--- config.mk ---
export PLATFORM = sky130hd
export DESIGN_NAME = axi_read_arbiter
export DESIGN_NICKNAME = d
export VERILOG_FILES = /design/src/rtl/axi_arb_pkg.sv /design/src/rtl/arb_pick2.sv /design/src/rtl/axi_read_arbiter.sv
export SDC_FILE = /design/constraint.sdc
export NUM_CORES = 1
export LEC_CHECK = 0
export BUFFER_PORTS_ARGS = -buffer_cell sky130_fd_sc_hd__clkbuf_2
export CAP_MARGIN = 20
export CELL_PAD_IN_SITES_DETAIL_PLACEMENT = 0
export CELL_PAD_IN_SITES_GLOBAL_PLACEMENT = 2
export CORE_MARGIN = 8
export CORE_UTILIZATION = 23
export CTS_CLUSTER_SIZE = 10
export DETAILED_ROUTE_END_ITERATION = 8
export PLACE_DENSITY_LB_ADDON = 0.1
export SYNTH_ARGS = -nofsm -noshare
export SYNTH_HDL_FRONTEND = slang
export SYNTH_SLANG_ARGS = --single-unit
--- constraint.sdc ---
create_clock -name clk -period 7.86 [get_ports clk]
set_input_delay 1.179 -clock clk [delete_from_list [all_inputs] [get_ports clk]]
set_output_delay 1.179 -clock clk [all_outputs]
set_load 0.01 [all_outputs]
--- src/rtl/axi_arb_pkg.sv ---
// Shared types and constants for the two-requester AXI read-channel arbiter.
package axi_arb_pkg;

  localparam int NUM_REQ = 2;

  localparam logic REQ_FETCH = 1'b0;
  localparam logic REQ_DATA  = 1'b1;

  localparam logic [1:0] AXI_BURST_INCR = 2'b01;
  localparam logic [1:0] AXI_RESP_OKAY  = 2'b00;

  typedef enum logic [1:0] {
    IDLE = 2'd0,
    ADDR = 2'd1,
    DATA = 2'd2
  } arb_state_e;

endpackage

--- src/rtl/arb_pick2.sv ---
// Combinational winner select between fetch (0) and data load (1).
// ARB_ROUND_ROBIN_EN defined: ties alternate away from last_grant; otherwise data load has fixed priority.
module arb_pick2
  import axi_arb_pkg::*;
(
  input  logic [NUM_REQ-1:0] req_valid,
  input  logic               last_grant,
  output logic               win
);

`ifdef ARB_ROUND_ROBIN_EN
  always_comb begin
    if (&req_valid) win = ~last_grant;
    else            win = req_valid[REQ_DATA];
  end
`else
  logic unused_last_grant;
  assign unused_last_grant = last_grant;

  // A lone fetch request still wins because req_valid[REQ_DATA] is then 0.
  always_comb begin
    win = req_valid[REQ_DATA];
  end
`endif

endmodule

--- src/rtl/axi_read_arbiter.sv ---
// Shares one AXI read channel (AR/R) between fetch and data load, one burst outstanding at a time.
// Arbitration policy selected by ARB_ROUND_ROBIN_EN (see arb_pick2).
module axi_read_arbiter
  import axi_arb_pkg::*;
#(
  parameter int ID_WIDTH   = 13,
  parameter int ADDR_WIDTH = 64,
  parameter int DATA_WIDTH = 64
) (
  input  logic                    clk,
  input  logic                    reset,
  input  logic [1:0]              req_valid,
  input  logic [2*ADDR_WIDTH-1:0] req_addr,
  input  logic [15:0]             req_len,
  input  logic [5:0]              req_size,
  output logic [1:0]              req_ready,
  output logic [1:0]              resp_valid,
  output logic [DATA_WIDTH-1:0]   resp_data,
  output logic                    resp_last,
  output logic                    resp_err,
  input  logic [1:0]              resp_ready,
  output logic                    busy,
  output logic                    proto_err,
  output logic [ID_WIDTH-1:0]     m_axi_arid,
  output logic [ADDR_WIDTH-1:0]   m_axi_araddr,
  output logic [7:0]              m_axi_arlen,
  output logic [2:0]              m_axi_arsize,
  output logic [1:0]              m_axi_arburst,
  output logic                    m_axi_arvalid,
  input  logic                    m_axi_arready,
  input  logic [ID_WIDTH-1:0]     m_axi_rid,
  input  logic [DATA_WIDTH-1:0]   m_axi_rdata,
  input  logic [1:0]              m_axi_rresp,
  input  logic                    m_axi_rlast,
  input  logic                    m_axi_rvalid,
  output logic                    m_axi_rready
);

  arb_state_e            state;
  logic                  grant;
  logic                  last_grant;
  logic [7:0]            count;
  logic [ADDR_WIDTH-1:0] addr_q;
  logic [7:0]            len_q;
  logic [2:0]            size_q;
  logic                  win;
  logic                  accept;
  logic                  r_fire;
  logic                  rid_bad;
  logic                  last_bad;
  logic [ID_WIDTH-1:0]   grant_id;

  arb_pick2 u_pick (
    .req_valid  (req_valid),
    .last_grant (last_grant),
    .win        (win)
  );

  assign accept   = (state == IDLE) && (|req_valid);
  assign grant_id = {{(ID_WIDTH-1){1'b0}}, grant};
  assign r_fire   = (state == DATA) && m_axi_rvalid && m_axi_rready;
  assign rid_bad  = (m_axi_rid != grant_id);
  assign last_bad = (m_axi_rlast != (count == len_q));

  // NOTE: every signal written in an always_comb gets a default first, so no path can infer a latch.
  always_comb begin
    req_ready = '0;
    if (accept) req_ready[win] = 1'b1;
  end

  always_comb begin
    resp_valid = '0;
    if (state == DATA) resp_valid[grant] = m_axi_rvalid;
  end

  assign resp_data    = m_axi_rdata;
  assign resp_last    = (state == DATA) && m_axi_rvalid && m_axi_rlast;
  assign resp_err     = (state == DATA) && m_axi_rvalid && (m_axi_rresp != AXI_RESP_OKAY);
  assign m_axi_rready = (state == DATA) && resp_ready[grant];
  assign busy         = (state != IDLE);

  assign m_axi_arvalid = (state == ADDR);
  assign m_axi_arid    = m_axi_arvalid ? grant_id : '0;
  assign m_axi_araddr  = m_axi_arvalid ? addr_q   : '0;
  assign m_axi_arlen   = m_axi_arvalid ? len_q    : '0;
  assign m_axi_arsize  = m_axi_arvalid ? size_q   : '0;
  assign m_axi_arburst = AXI_BURST_INCR;

  // NOTE: sequential state uses non-blocking assignments so every register samples pre-edge values.
  always_ff @(posedge clk) begin
    if (reset) begin
      state      <= IDLE;
      grant      <= REQ_FETCH;
      last_grant <= REQ_FETCH;
      count      <= '0;
      proto_err  <= 1'b0;
    end else begin
      case (state)
        IDLE: begin
          if (accept) begin
            grant <= win;
            state <= ADDR;
          end
        end
        ADDR: begin
          if (m_axi_arready) begin
            count <= '0;
            state <= DATA;
          end
        end
        DATA: begin
          if (r_fire) begin
            count <= count + 8'd1;
            if (rid_bad || last_bad) proto_err <= 1'b1;
            // Exit follows the slave's RLAST even when it disagrees with our count.
            if (m_axi_rlast) begin
              last_grant <= grant;
              state      <= IDLE;
            end
          end
        end
        default: state <= IDLE;
      endcase
    end
  end

  // NOTE: request fields are only observed while in ADDR, after being loaded, so they carry no reset.
  always_ff @(posedge clk) begin
    if (accept) begin
      addr_q <= win ? req_addr[2*ADDR_WIDTH-1:ADDR_WIDTH] : req_addr[ADDR_WIDTH-1:0];
      len_q  <= win ? req_len[15:8]  : req_len[7:0];
      size_q <= win ? req_size[5:3]  : req_size[2:0];
    end
  end

endmodule

Word level (Yosys, flattened, before mapping)
Cells that the tools add are included.
{"block": "word_totals", "input_bits": 238, "word_cells": 63, "out_inout_bits": 164, "regBits": 87}
{"block": "op_classes", "mux": 23, "bitwise_logic": 1, "eq_ne": 9, "reduce_logical": 18, "magnitude_cmp": 4, "n_addsub": 1}
{"operator": "two-way mux 64 bit", "count": 2}
{"operator": "two-way mux 8 bit", "count": 4}
{"operator": "case mux 8 bit (2 select lines)", "count": 1}
{"operator": "inequality test 13 x 1 -> 1 bit", "count": 1}
{"operator": "two-way mux 2 bit", "count": 6}
{"operator": "adder 8 x 1 -> 8 bit, second input constant", "count": 1}
{"operator": "equality test 8 bit", "count": 1}
{"operator": "logical AND 1 bit", "count": 8}
{"operator": "two-way mux 3 bit", "count": 2}
{"operator": "inequality test 2 bit, second input constant", "count": 3}
{"operator": "case mux 2 bit (3 select lines)", "count": 1}
{"operator": "AND reduction 3 bit", "count": 2}
{"operator": "nonzero test 2 bit", "count": 3}
{"operator": "two-way mux 1 bit", "count": 5}
{"operator": "less-than comparator 1 x 2 -> 1 bit, second input constant", "count": 2}
{"operator": "AND reduction 4 bit", "count": 1}
{"operator": "bitwise AND 2 bit", "count": 1}
{"operator": "demux 1 bit (select 1 bit)", "count": 2}
{"operator": "equality test 2 x 1 -> 1 bit, second input constant", "count": 1}
{"operator": "equality test 2 bit, second input constant", "count": 1}
{"operator": "greater-or-equal comparator 1 bit, second input constant", "count": 2}
{"operator": "zero test 2 bit", "count": 1}
{"operator": "inequality test 2 x 1 -> 1 bit, second input constant", "count": 1}
{"operator": "AND reduction 2 bit", "count": 1}
{"operator": "3 further kinds", "count": 3}

Logic depth before layout (Yosys ltp)
Gate-level depths: netlist of the first run.
{"block": "logic_depth", "depth_word": 6, "mapped_depth": 5, "ltp_nobuf": 4}

Hierarchy
Synthesis of the first run repeated with hierarchy kept, for this count alone.
{"block": "unflattened", "cells_unflattened": 425, "area_unflattened_um2": 5072.4}
{"module": "axi_read_arbiter", "instances": 1, "cells_per_inst": 424, "seq_area_each_um2": 2512.4, "area_per_inst_um2": 5064.9}
{"module": "arb_pick2", "instances": 1, "cells_per_inst": 1, "seq_area_each_um2": 0.0, "area_per_inst_um2": 7.5}

Worst setup path after synthesis of the first run
Ideal clock, no wire load.
{"block": "synth_path", "kind": "input-to-reg", "from": "in req_valid[1]", "to": "reg addr_q[0], enable pin", "stages": 5, "slack_ns": 3.884, "setup_ns": 0.429, "arrival_time_ns": 3.547, "path_buffers": 3, "required_ns": 7.431, "cell_sequence": "clkbuf_1 -> buf_2 -> buf_1 -> o21ai_0 -> inv_1"}
{"block": "synth_via", "elab_chain_len": 2}
{"item": "from (decl)", "line": "axi_read_arbiter.sv:12", "source": "input logic [1:0] req_valid,"}
{"item": "OR reduction 2 bit", "line": "axi_read_arbiter.sv:59", "source": "assign accept = (state == IDLE) && (|req_valid);"}
{"item": "logical AND 1 bit", "line": "axi_read_arbiter.sv:59"}
{"item": "to (signal assigned)", "line": "axi_read_arbiter.sv:130", "source": "addr_q <= win ? req_addr[2*ADDR_WIDTH-1:ADDR_WIDTH] : req_addr[ADDR_WIDTH-1:0];"}
{"item": "to (decl)", "line": "axi_read_arbiter.sv:43", "source": "logic [ADDR_WIDTH-1:0] addr_q;"}
Every way passes these cells.
A chain may end at the register's enable or synchronous reset.

Worst setup path in the final report of the first run
{"block": "layout_path", "from": "in req_valid[1]", "to": "out req_ready[0]"}
{"block": "layout_via", "elab_chain_len": 5, "word_cells_on_any_way": 8, "classes_between": "order compare: 2; mux: 3; reduce/logical: 3"}
{"item": "less-than comparator 1 x 2 -> 1 bit (not written as such) or greater-or-equal comparator 1 bit (tied branches)", "line": "axi_read_arbiter.sv:68", "source": "if (accept) req_ready[win] = 1'b1;"}
{"item": "logical AND 1 bit (not written as such)", "line": "axi_read_arbiter.sv:68"}
{"item": "two-way mux 1 bit (not written as such)", "line": "axi_read_arbiter.sv:68"}
{"item": "demux 1 bit (select 1 bit)", "line": "axi_read_arbiter.sv:68"}
{"item": "two-way mux 2 bit (*)", "line": "axi_read_arbiter.sv:68"}
{"item": "to (decl)", "line": "axi_read_arbiter.sv:16", "source": "output logic [1:0] req_ready,"}
Mark *: on every way between the ends. The rest lies on a longest branch, timed or not.

==> impl_results.md, run 1 <==
- Delay of the slowest cell on the worst path: 0.58 ns
- Share of the clock period used by the worst path: 0.456
- Number of antenna violations at the first check in global routing: 1
- Commonest non-fill, non-tap cells in the layout: 258 x sky130_fd_sc_hd__clkbuf_2, 78 x sky130_fd_sc_hd__and2_1, 75 x sky130_fd_sc_hd__mux2_2, 75 x sky130_fd_sc_hd__edfxtp_1, 14 x sky130_fd_sc_hd__conb_1
- Cell Area, Placed: 6080 sq um
- Crit path cell chain: buf_4 -> buf_4 -> nor2_1 -> clkbuf_2
- Leak: approximately 2.9 nW
- Initial drt markers: ~160
- Post-cts hold buffer count: 0
- Slew @ Worst Pin: ~0.7 ns
- Launching element type of the critical path: primary input
- DRT Pass-1 Iters: 4
- Overall global routing resource usage: 0.119
- Post-CTS setup buffer count: 0
- Routed wirelength normalized by instance count: about 18 microns
- Vias post-DR: 3,656
- Post-Route WL: roughly 16,000 microns
- Worst ir drop on vdd: roughly 0.00009 V
- Yosys cell types: 42
- Vias per cell: 4.09
- Commonest non-fill, non-tap cell in the layout: sky130_fd_sc_hd__clkbuf_2
- Critical Setup Path Class: in2out
- PnR worst setup slack: 4.28 ns
- Via count of the first global-routing pass: 4,150
- X dimension of the die: roughly 160 microns
- Cell area after layout: 6400 sq um
- Diodes inserted: 0
- CTS Buf Count: 9
- Final setup viols: 0
- Number of synthesized register bits: 87
- HPWL Detailed: between 10,000 and 15,000 microns
- Total number of yosys warnings: 0
- Cell mode on critical path: sky130_fd_sc_hd__buf_4
- TritonCTS clock tree: yes
- Crit. End Element: output port
- Post-route total power: about 0.0013 W
- Die Height: 164 microns
- Largest delay share family, worst path: buffers and inverters
- Count of port buffers added during placement: around 260
- Synth Instances: 420
- Critical path peak fanout: 48
- Post-Route Skew: a little over 0.007 ns
- Rows: between 50 and 60
- Remaining max-slew budget at the tightest pin: 0.547
- Hold Crit Class: reg2reg
- Antenna Nets Post-Route: 0
- Buffers plus inverters on the worst setup path: 3
- Netlist area before placement: between 5000 and 6000 sq um
- Setup TNS: 0 ns
- Share of flip-flops with an asynchronous set or reset: 0
- Achievable clock frequency: ~280 MHz
- Total I/O pin count: roughly 400
- First-pass GRT wire length: about 24,000 microns
- Sink count of the clock tree: 87
- Maximum number of pins on one net before global-route repair: 57
- Fraction of final layout cells sized beyond drive strength 1: 0.581
- Post-layout net count: about 850
- Final hold vios: 0
- Clock latency at the later pin of the worst-skew pair: around 0.34 ns
- Fraction of the yosys area taken by sequential cells: 0.497
- Die ar.: 26,800 sq um
- Clock-pin slew on the worst setup and hold paths: ~0.06 ns
- Cell type of the slowest stage on the worst timing path: sky130_fd_sc_hd__buf_4
- Post-cts resize count: 0
- Fin Hold WS: between 0.5 and 0.6 ns
- CTS root buffer: sky130_fd_sc_hd__clkbuf_16
- Power per Cell Area: roughly 200 nW/um^2
- Pins over their slew limit: 0
- Worst endpoint data arrival time: ~2.4 ns
- Number of flops mapped to enable cells by yosys: 75
- Period minus WS final: approximately 3.6 ns
- Initial core utilization: 0.232
- Total grt overflow: 0
- Ys flop type: sky130_fd_sc_hd__edfxtp_1
- Detailed-route DRC error count: 0
- Max-capacitance violation count: 0
- Outcome: completed
- Unrepaired setup endpoints after global routing: no
- Max clock buf depth: 2
- Req. time, crit path: 6.68 ns
- Maximum level of the CTS H-tree: 3
- GP Congestion: 0.694
- Average footprint of a synthesized cell: ~12 sq um
- Area of the core: 21,600 sq um
- Pre-CTS WS: about 4.2 ns
- Layout area overhead: 27.6%
==> routing by layer <==
layer,part of all wire,global-route usage
met5,0.00081,0
met4,0.025,0.0475
met3,0.14,0.0751
met2,0.46,0.191
met1,0.37,0.122
==> power breakdown <==
part	internal (W)	switching, W	total, W
combinational	0.000109	0.000127	0.000235
sequential	0.000564	0.0000127	0.000577
clock	0.000278	0.000184	0.000462
==> cell families (layout without fill, tap and decap cells) <==
| logic type | count (synthesis) | count (layout) | synth area share |
|---|---|---|---|
| compound gates | 22 | 22 | 0.0327 |
| simple gates | 120 | 120 | 0.143 |
| mux | 77 | 77 | 0.173 |
| flops | 87 | 87 | 0.497 |
| other cells | 2 | 14 | 0.00150 |
| fa+ha+maj | 1 | 1 | 0.00250 |
| buf+inv | 102 | 284 | 0.135 |
| xor+xnor | 9 | 9 | 0.0157 |
==> area by class of cell <==
class                   count  area [sq um]
multi-input cells         243          1890
clock buffers              10           229
repair buffers            262          1320
well taps                 280           350
fillers                  2305         15200
inverters                   6          23.8
clock inverters             6          85.1
flip-flops and latches     87          2490
==> synthesized netlist by cell type (2+ instances only) <==
cell type | number | share of area
sky130_fd_sc_hd__a21oi_1 | 6 | 0.0060
sky130_fd_sc_hd__and2_1 | 78 | 0.097
sky130_fd_sc_hd__buf_1 | 2 | 0.0015
sky130_fd_sc_hd__buf_4 | 78 | 0.12
sky130_fd_sc_hd__clkbuf_1 | 15 | 0.011
sky130_fd_sc_hd__conb_1 | 2 | 0.0015
sky130_fd_sc_hd__dfxtp_1 | 12 | 0.048
sky130_fd_sc_hd__edfxtp_1 | 75 | 0.45
sky130_fd_sc_hd__inv_1 | 6 | 0.0045
sky130_fd_sc_hd__mux2_2 | 75 | 0.17
sky130_fd_sc_hd__mux2i_1 | 2 | 0.0040
sky130_fd_sc_hd__nand2_1 | 6 | 0.0045
sky130_fd_sc_hd__nand3_1 | 2 | 0.0020
sky130_fd_sc_hd__nand4_1 | 3 | 0.0037
sky130_fd_sc_hd__nor2_1 | 11 | 0.0082
sky130_fd_sc_hd__nor3_1 | 2 | 0.0020
sky130_fd_sc_hd__nor4_1 | 5 | 0.0062
sky130_fd_sc_hd__o21bai_1 | 2 | 0.0030
sky130_fd_sc_hd__o311ai_0 | 3 | 0.0052
sky130_fd_sc_hd__o31ai_1 | 4 | 0.0060
sky130_fd_sc_hd__or3_1 | 3 | 0.0037
sky130_fd_sc_hd__xor2_1 | 8 | 0.014
==> path summary, 6_finish.rpt <==
| check | cells past startpoint | slack [ns] | to | from |
|---|---|---|---|---|
| worst max-delay path | 4 | 4.28 | req_ready[0] | req_valid[1] |
| worst min register to register | 2 | 0.51 | count[7] | count[7] |
| worst max register to register | 4 | 5.45 | addr_q[31] | state[1] |
| worst min-delay path | 2 | 0.51 | count[7] | count[7] |
==> worst reg2reg max path, stage by stage (launching register included) <==
cell                       delay, ns
sky130_fd_sc_hd__dfxtp_1        0.36
sky130_fd_sc_hd__nor2_1         0.34
sky130_fd_sc_hd__o21ai_0        0.25
sky130_fd_sc_hd__clkinv_2       0.49
sky130_fd_sc_hd__buf_4          0.58
==> per-stage QoR <==
step                       util  std cells
after CTS                 0.296        894
after global routing      0.296        894
after global placement    0.281        878
after floorplan               -        432
final                     0.296        894
after detailed placement  0.281        878
==> registers in the layout, indices dropped and copies added (netlist names) <==
| register | flops |
|---|---|
| size_q | 3 |
| state | 2 |
| count | 8 |
| len_q | 8 |
| proto_err | 1 |
| grant | 1 |
| addr_q | 64 |
No activity file was read; power rests on OpenSTA's default activity.
==> run 2, diff against run 1 <==
--- a/config.mk
+++ b/config.mk
@@ -10,7 +10,7 @@
 export CELL_PAD_IN_SITES_DETAIL_PLACEMENT = 0
 export CELL_PAD_IN_SITES_GLOBAL_PLACEMENT = 2
 export CORE_MARGIN = 8
-export CORE_UTILIZATION = 23
+export CORE_UTILIZATION = 20
 export CTS_CLUSTER_SIZE = 10
 export DETAILED_ROUTE_END_ITERATION = 8
 export PLACE_DENSITY_LB_ADDON = 0.1
==> constraint.sdc (replaced) <==
create_clock -name clk -period 3.2 [get_ports clk]
set_input_delay 0.48 -clock clk [delete_from_list [all_inputs] [get_ports clk]]
set_output_delay 0.48 -clock clk [all_outputs]
set_load 0.01 [all_outputs]
==> run 2 against run 1 <==
  * Core utilization fell by 3.6 points
  * Clock skew grew 0.0062 ns
  * Largest cell class unchanged
  * Sequential cell count is the same
==> impl_results.md, run 2 (synthesized netlist as in run 1, its figures left out) <==
- Vias post-DR: ~3,700
- Post-Route Skew: between 0.01 and 0.015 ns
- Unrepaired setup endpoints after global routing: no
- Max clock buf depth: 2
- Initial drt markers: 97
- Maximum number of pins on one net before global-route repair: between 70 and 80
- Portion of total power attributed to sequential cells: 0.467
- PnR worst setup slack: ~1.0 ns
- Hold Crit Class: in2reg
- Post-Route WL: ~17,000 microns
- Total I/O pin count: 402
- Cell-internal power: between 0.002 and 0.0025 W
- Met3 Track Usage GR: 0.0662
- Met1 routing resource usage after global routing: 0.109
- Leak: 2.87 nW
- Pins over their slew limit: 0
- Pre-CTS WS: around 1.2 ns
- Diodes inserted: 0
- First-pass GRT wire length: 25,000 microns
- Power per Cell Area: 468 nW/um^2
- Fraction of the core area covered by cells at the end of the flow: 0.260
- Post-CTS setup buffer count: 0
- Launching element type of the critical path: register
- CTS root buffer: sky130_fd_sc_hd__clkbuf_16
- Vias per cell: 3.86
- Share of the clock period used by the worst path: 0.674
- GR met2 Demand/Resource: 0.181
- Cell area after layout: ~6500 sq um
- Post-cts hold buffer count: 0
- Post-layout net count: 850
- Achievable clock frequency: ~460 MHz
- Clock-pin slew on the worst setup and hold paths: around 0.080 ns
- Fraction of final layout cells sized beyond drive strength 1: 0.588
- Crit. End Element: output port
- Cell Area, Placed: around 6200 sq um
- Slew @ Worst Pin: 0.492 ns
- Number of antenna violations at the first check in global routing: 0
- Critical path peak fanout: 43
- Post-cts resize count: 0
- Hold path start: req_addr[19]
- CTS Buf Count: 9
- DRT Pass-1 Iters: 4
- Period minus WS final: ~2.2 ns
- Remaining max-slew budget at the tightest pin: 0.669
- Die Height: around 170 microns
- Maximum level of the CTS H-tree: 3
- Switching share of total power: 0.275
- Final hold vios: 0
- HPWL Detailed: 13,200 microns
- Crit path from: state[0]
- Rows: 58
- TritonCTS clock tree: yes
- Count of port buffers added during placement: approximately 260
- Req. time, crit path: between 2 and 3 ns
- Peak-usage layer in the global routing report: met2
- Clock latency at the later pin of the worst-skew pair: 0.35 ns
- Overall global routing resource usage: 0.108
- Area of the core: 24,900 sq um
- Via count of the first global-routing pass: around 4,100
- Max reg flops: 64
- Combinational cell fraction of total power: 0.196
- Initial core utilization: 0.201
- Max-capacitance violation count: 0
- Final setup viols: 0
- Detailed-route DRC error count: 0
- Net Sw Power: roughly 0.00083 W
- Largest registers: addr_q (64), count (8), len_q (8)
- Routed wirelength normalized by instance count: 17.8 microns
- Worst R2R Start: state[0]
- Post-route total power: approximately 0.003 W
- Clock power share: 0.337
- Outcome: completed
- Worst endpoint data arrival time: 1.68 ns
- Worst ir drop on vdd: approximately 0.00019 V
- Sink count of the clock tree: between 80 and 90
- Commonest non-fill, non-tap cell in the layout: sky130_fd_sc_hd__clkbuf_2
- Commonest non-fill, non-tap cells in the layout: 258 x sky130_fd_sc_hd__clkbuf_2, 78 x sky130_fd_sc_hd__and2_1, 75 x sky130_fd_sc_hd__mux2_2, 75 x sky130_fd_sc_hd__edfxtp_1, 14 x sky130_fd_sc_hd__conb_1
- Critical Setup Path Class: reg2out
- X dimension of the die: between 150 and 200 microns
- Antenna Nets Post-Route: 0
- Die ar.: 30,400 sq um
- Largest reg by FF count: addr_q
- Layout area overhead: 29.0%
- Total grt overflow: 0
- GP Congestion: between 0.7 and 0.8
- Setup TNS: 0 ns
-- run 2: final cells by class --
cell class / instances / area, sq um
multi-input combinational: 243 / 1890
sequential: 87 / 2490
tap: 330 / 413
clock inverter: 7 / 53.8
inverter: 6 / 26.3
clock buffer: 9 / 225
fill: 2739 / 18400
timing repair buffer: 264 / 1360
-- run 2: final timing paths --
kind / endpoint / slack [ns] / cells past startpoint
worst min-delay path: addr_q[19] / 0.43 / 2
worst min register to register: count[7] / 0.50 / 2
worst max register to register: count[7] / 1.36 / 5
worst max-delay path: m_axi_araddr[29] / 1.04 / 4
-- run 2: power groups by stage --
stage               logic, W  registers, W  clock network [W]
global placement    0.000620       0.00144                  0
CTS                 0.000621       0.00142            0.00108
floorplan           0.000405       0.00143                  0
detailed placement  0.000616       0.00144                  0
finish              0.000594       0.00141            0.00102
global route        0.000663       0.00143            0.00112
-- run 2: metal layers --
metal / up-vias / share of wire / routed length (microns)
met4: 0 / 0.023 / 394
met2: 192 / 0.48 / 8060
met5: - / 0 / 0
met1: 1655 / 0.37 / 6250
met3: 45 / 0.13 / 2170
li1: 1759 / - / -
-- run 2: worst max-delay path: stages, from the launching register on --
cell and delay, ns:
sky130_fd_sc_hd__dfxtp_1 0.37, sky130_fd_sc_hd__nor2b_4 0.16, sky130_fd_sc_hd__buf_4 0.35, sky130_fd_sc_hd__and2_1 0.25, sky130_fd_sc_hd__clkbuf_2 0.16
-- run 2: metrics by stage --
| step | hold WS (ns) | instances |
|---|---|---|
| 4_1_cts | 0.405 | 946 |
| 2_1_floorplan | 0.462 | 432 |
| 5_1_grt | 0.406 | 946 |
| 3_3_place_gp | 0.489 | 930 |
| 3_5_place_dp | 0.505 | 930 |
| 6_report | 0.427 | 946 |
==> run 3, diff against run 2 <==
==> constraint.sdc (replaced) <==
create_clock -name clk -period 1.9 [get_ports clk]
set_input_delay 0.285 -clock clk [delete_from_list [all_inputs] [get_ports clk]]
set_output_delay 0.285 -clock clk [all_outputs]
set_load 0.01 [all_outputs]
==> run 3 against run 2 <==
  * Combinational power rose by 80%
  * Critical path depth grew 1
  * Hold slack got worse by 0.19 ns
  * Sequential cell count did not move
  * First-iteration DRC count rose by 29%
  * Via count rose by 1.2%
  * Largest power group unchanged
==> impl_results.md, run 3 (synthesized netlist as in run 1, its figures left out) <==
- Outcome: completed
- Number of antenna violations at the first check in global routing: 1
- Clock-pin slew on the worst setup and hold paths: 0.07 ns
- Delay of the slowest cell on the worst path: between 0.3 and 0.4 ns
- Detailed-routed wire length on met2: 7690 microns
- Initial drt markers: ~130
- Layout area overhead: 32.0%
- Count of port buffers added during placement: roughly 260
- Die Height: roughly 170 microns
- Share of the clock period used by the worst path: 0.921
- Worst R2R Start: grant
- Commonest non-fill, non-tap cells in the layout: 258 x sky130_fd_sc_hd__clkbuf_2, 78 x sky130_fd_sc_hd__and2_1, 75 x sky130_fd_sc_hd__mux2_2, 75 x sky130_fd_sc_hd__edfxtp_1, 14 x sky130_fd_sc_hd__conb_1
- Initial core utilization: 0.201
- Total I/O pin count: about 400
- Combinational cell fraction of total power: 0.204
- Die ar.: just over 30,000 sq um
- HPWL Detailed: between 10,000 and 15,000 microns
- Portion of total power attributed to sequential cells: 0.454
- Largest reg by FF count: addr_q
- Critical Setup Path Class: reg2out
- Post-cts hold buffer count: 0
- Post-Route Skew: 0.00635 ns
- Hold Crit Class: in2reg
- Unrepaired setup endpoints after global routing: no
- Final hold vios: 0
- Vias post-DR: 3,695
- Switching share of total power: 0.263
- Highest routing layer actually used: met4
- Max-capacitance violation count: 0
- Hold-critical path depth: 2
- Net Sw Power: between 0.001 and 0.0015 W
- Crit path cell chain: nor2b_4 -> buf_12 -> buf_12 -> and2_1 -> clkbuf_2
- Post-route total power: around 0.0052 W
- Antenna Nets Post-Route: 0
- Hold Crit Endpoint: state[0]
- Layout fillers: approximately 2,600
- PnR worst setup slack: 0.151 ns
- First-pass GRT wire length: about 24,000 microns
- Largest registers: addr_q (64), count (8), len_q (8)
- Clock power share: 0.341
- DRT Pass-1 Iters: 4
- Cell mode on critical path: sky130_fd_sc_hd__buf_12
- Worst endpoint data arrival time: about 1.5 ns
- CTS Buf Count: 9
- Total grt overflow: 0
- Detailed-route DRC error count: 0
- Area of the core: approximately 25,000 sq um
- Rows: 58
- Clock latency at the later pin of the worst-skew pair: ~0.34 ns
- Overall global routing resource usage: 0.102
- Met3 wire length: slightly below 2000 microns
- Critical path peak fanout: 29
- GP Congestion: between 0.7 and 0.8
- Max reg flops: 64
- Sink count of the clock tree: between 80 and 90
- Maximum number of pins on one net before global-route repair: 48
- Leak: 2.92 nW
- TritonCTS clock tree: yes
- Post-layout net count: 857
- Cell type of the slowest stage on the worst timing path: sky130_fd_sc_hd__dfxtp_2
- Fraction of final layout cells sized beyond drive strength 1: 0.594
- Maximum level of the CTS H-tree: 3
- Routed wirelength normalized by instance count: about 17 microns
- X dimension of the die: ~170 microns
- Worst ir drop on vdd: between 0.0004 and 0.0005 V
- CTS root buffer: sky130_fd_sc_hd__clkbuf_16
- Via count of the first global-routing pass: a little under 4,000
- Achievable clock frequency: 572 MHz
- Commonest non-fill, non-tap cell in the layout: sky130_fd_sc_hd__clkbuf_2
- Vias per cell: between 3 and 4
- Buffers plus inverters on the worst setup path: 3
- Cell-internal power: 0.00387 W
- Pins over their slew limit: 0
- Req. time, crit path: 1.62 ns
- Diodes inserted: 0
- Setup TNS: 0 ns
- Launching element type of the critical path: register
- Largest delay share family, worst path: buffers and inverters
- Hold path start: reset
- Post-Route M1 WL: roughly 6300 microns
- Period minus WS final: about 1.7 ns
- Worst r2r dst: count[1]
- Power per Cell Area: 793 nW/um^2
- Final setup viols: 0
- Max clock buf depth: 2
- Register-to-register setup slack: ~0.25 ns
- Cells on worst reg2reg path: 4
- Post-Route WL: about 16,000 microns
- Pre-CTS WS: between 0.15 and 0.2 ns
- Crit. End Element: output port
## run 3: cell count changes in the layout (fill, tap and decap cells not counted), moves of 2 or more
cell	before	now
sky130_fd_sc_hd__buf_4	4	6
sky130_fd_sc_hd__inv_6	3	0
sky130_fd_sc_hd__clkinvlp_4	1	4
sky130_fd_sc_hd__clkinv_4	2	0
sky130_fd_sc_hd__buf_12	2	6
## run 3: area by class of cell
class,count,area [sq um],share of cell area
flip-flops and latches,87,2490,0.377
inverters,6,26.3,0.00397
multi-input cells,243,1910,0.289
well taps,330,413,0.0624
repair buffers,271,1480,0.224
clock buffers,10,229,0.0346
clock inverters,6,61.3,0.00927
## run 3: stage by stage
step	area (sq um)	utilization	hold slack (ns)	instances
finish	6610	0.266	0.239	953
global route	6610	0.266	0.216	953
CTS	6560	0.263	0.215	950
detailed placement	6250	0.251	0.489	932
global placement	6250	0.251	0.482	932
floorplan	5100	-	0.460	432
## run 3: what timing repair did
action,CTS,global route
endpoints found under the setup margin,67,36
pin swaps,0,0
resized for setup,0,2
buffers inserted,2,2
gates cloned,0,1
## run 3: worst max path at each step
stage | from | endpoint | cells past startpoint
after global placement | grant | count[1] | 4
after floorplan | req_valid[1] | addr_q[0] | 5
after detailed placement | grant | count[1] | 4
after global routing | state[0] | m_axi_araddr[4] | 5
final | state[0] | m_axi_araddr[4] | 5
after CTS | state[0] | m_axi_araddr[43] | 4
## run 3: metal layers
metal  up-vias  global-route usage
met5         -                   0
met4         0              0.0349
met3        28              0.0608
met2       213               0.164
met1      1684               0.110
li1       1770                   -
## run 3: power groups by stage
stage                     clock, W  combinational, W  sequential [W]
after floorplan                  0          0.000694         0.00241
after global placement           0           0.00107         0.00243
after detailed placement         0           0.00107         0.00243
after CTS                  0.00189           0.00108         0.00239
after global routing       0.00191           0.00120         0.00241
final                      0.00179           0.00107         0.00238
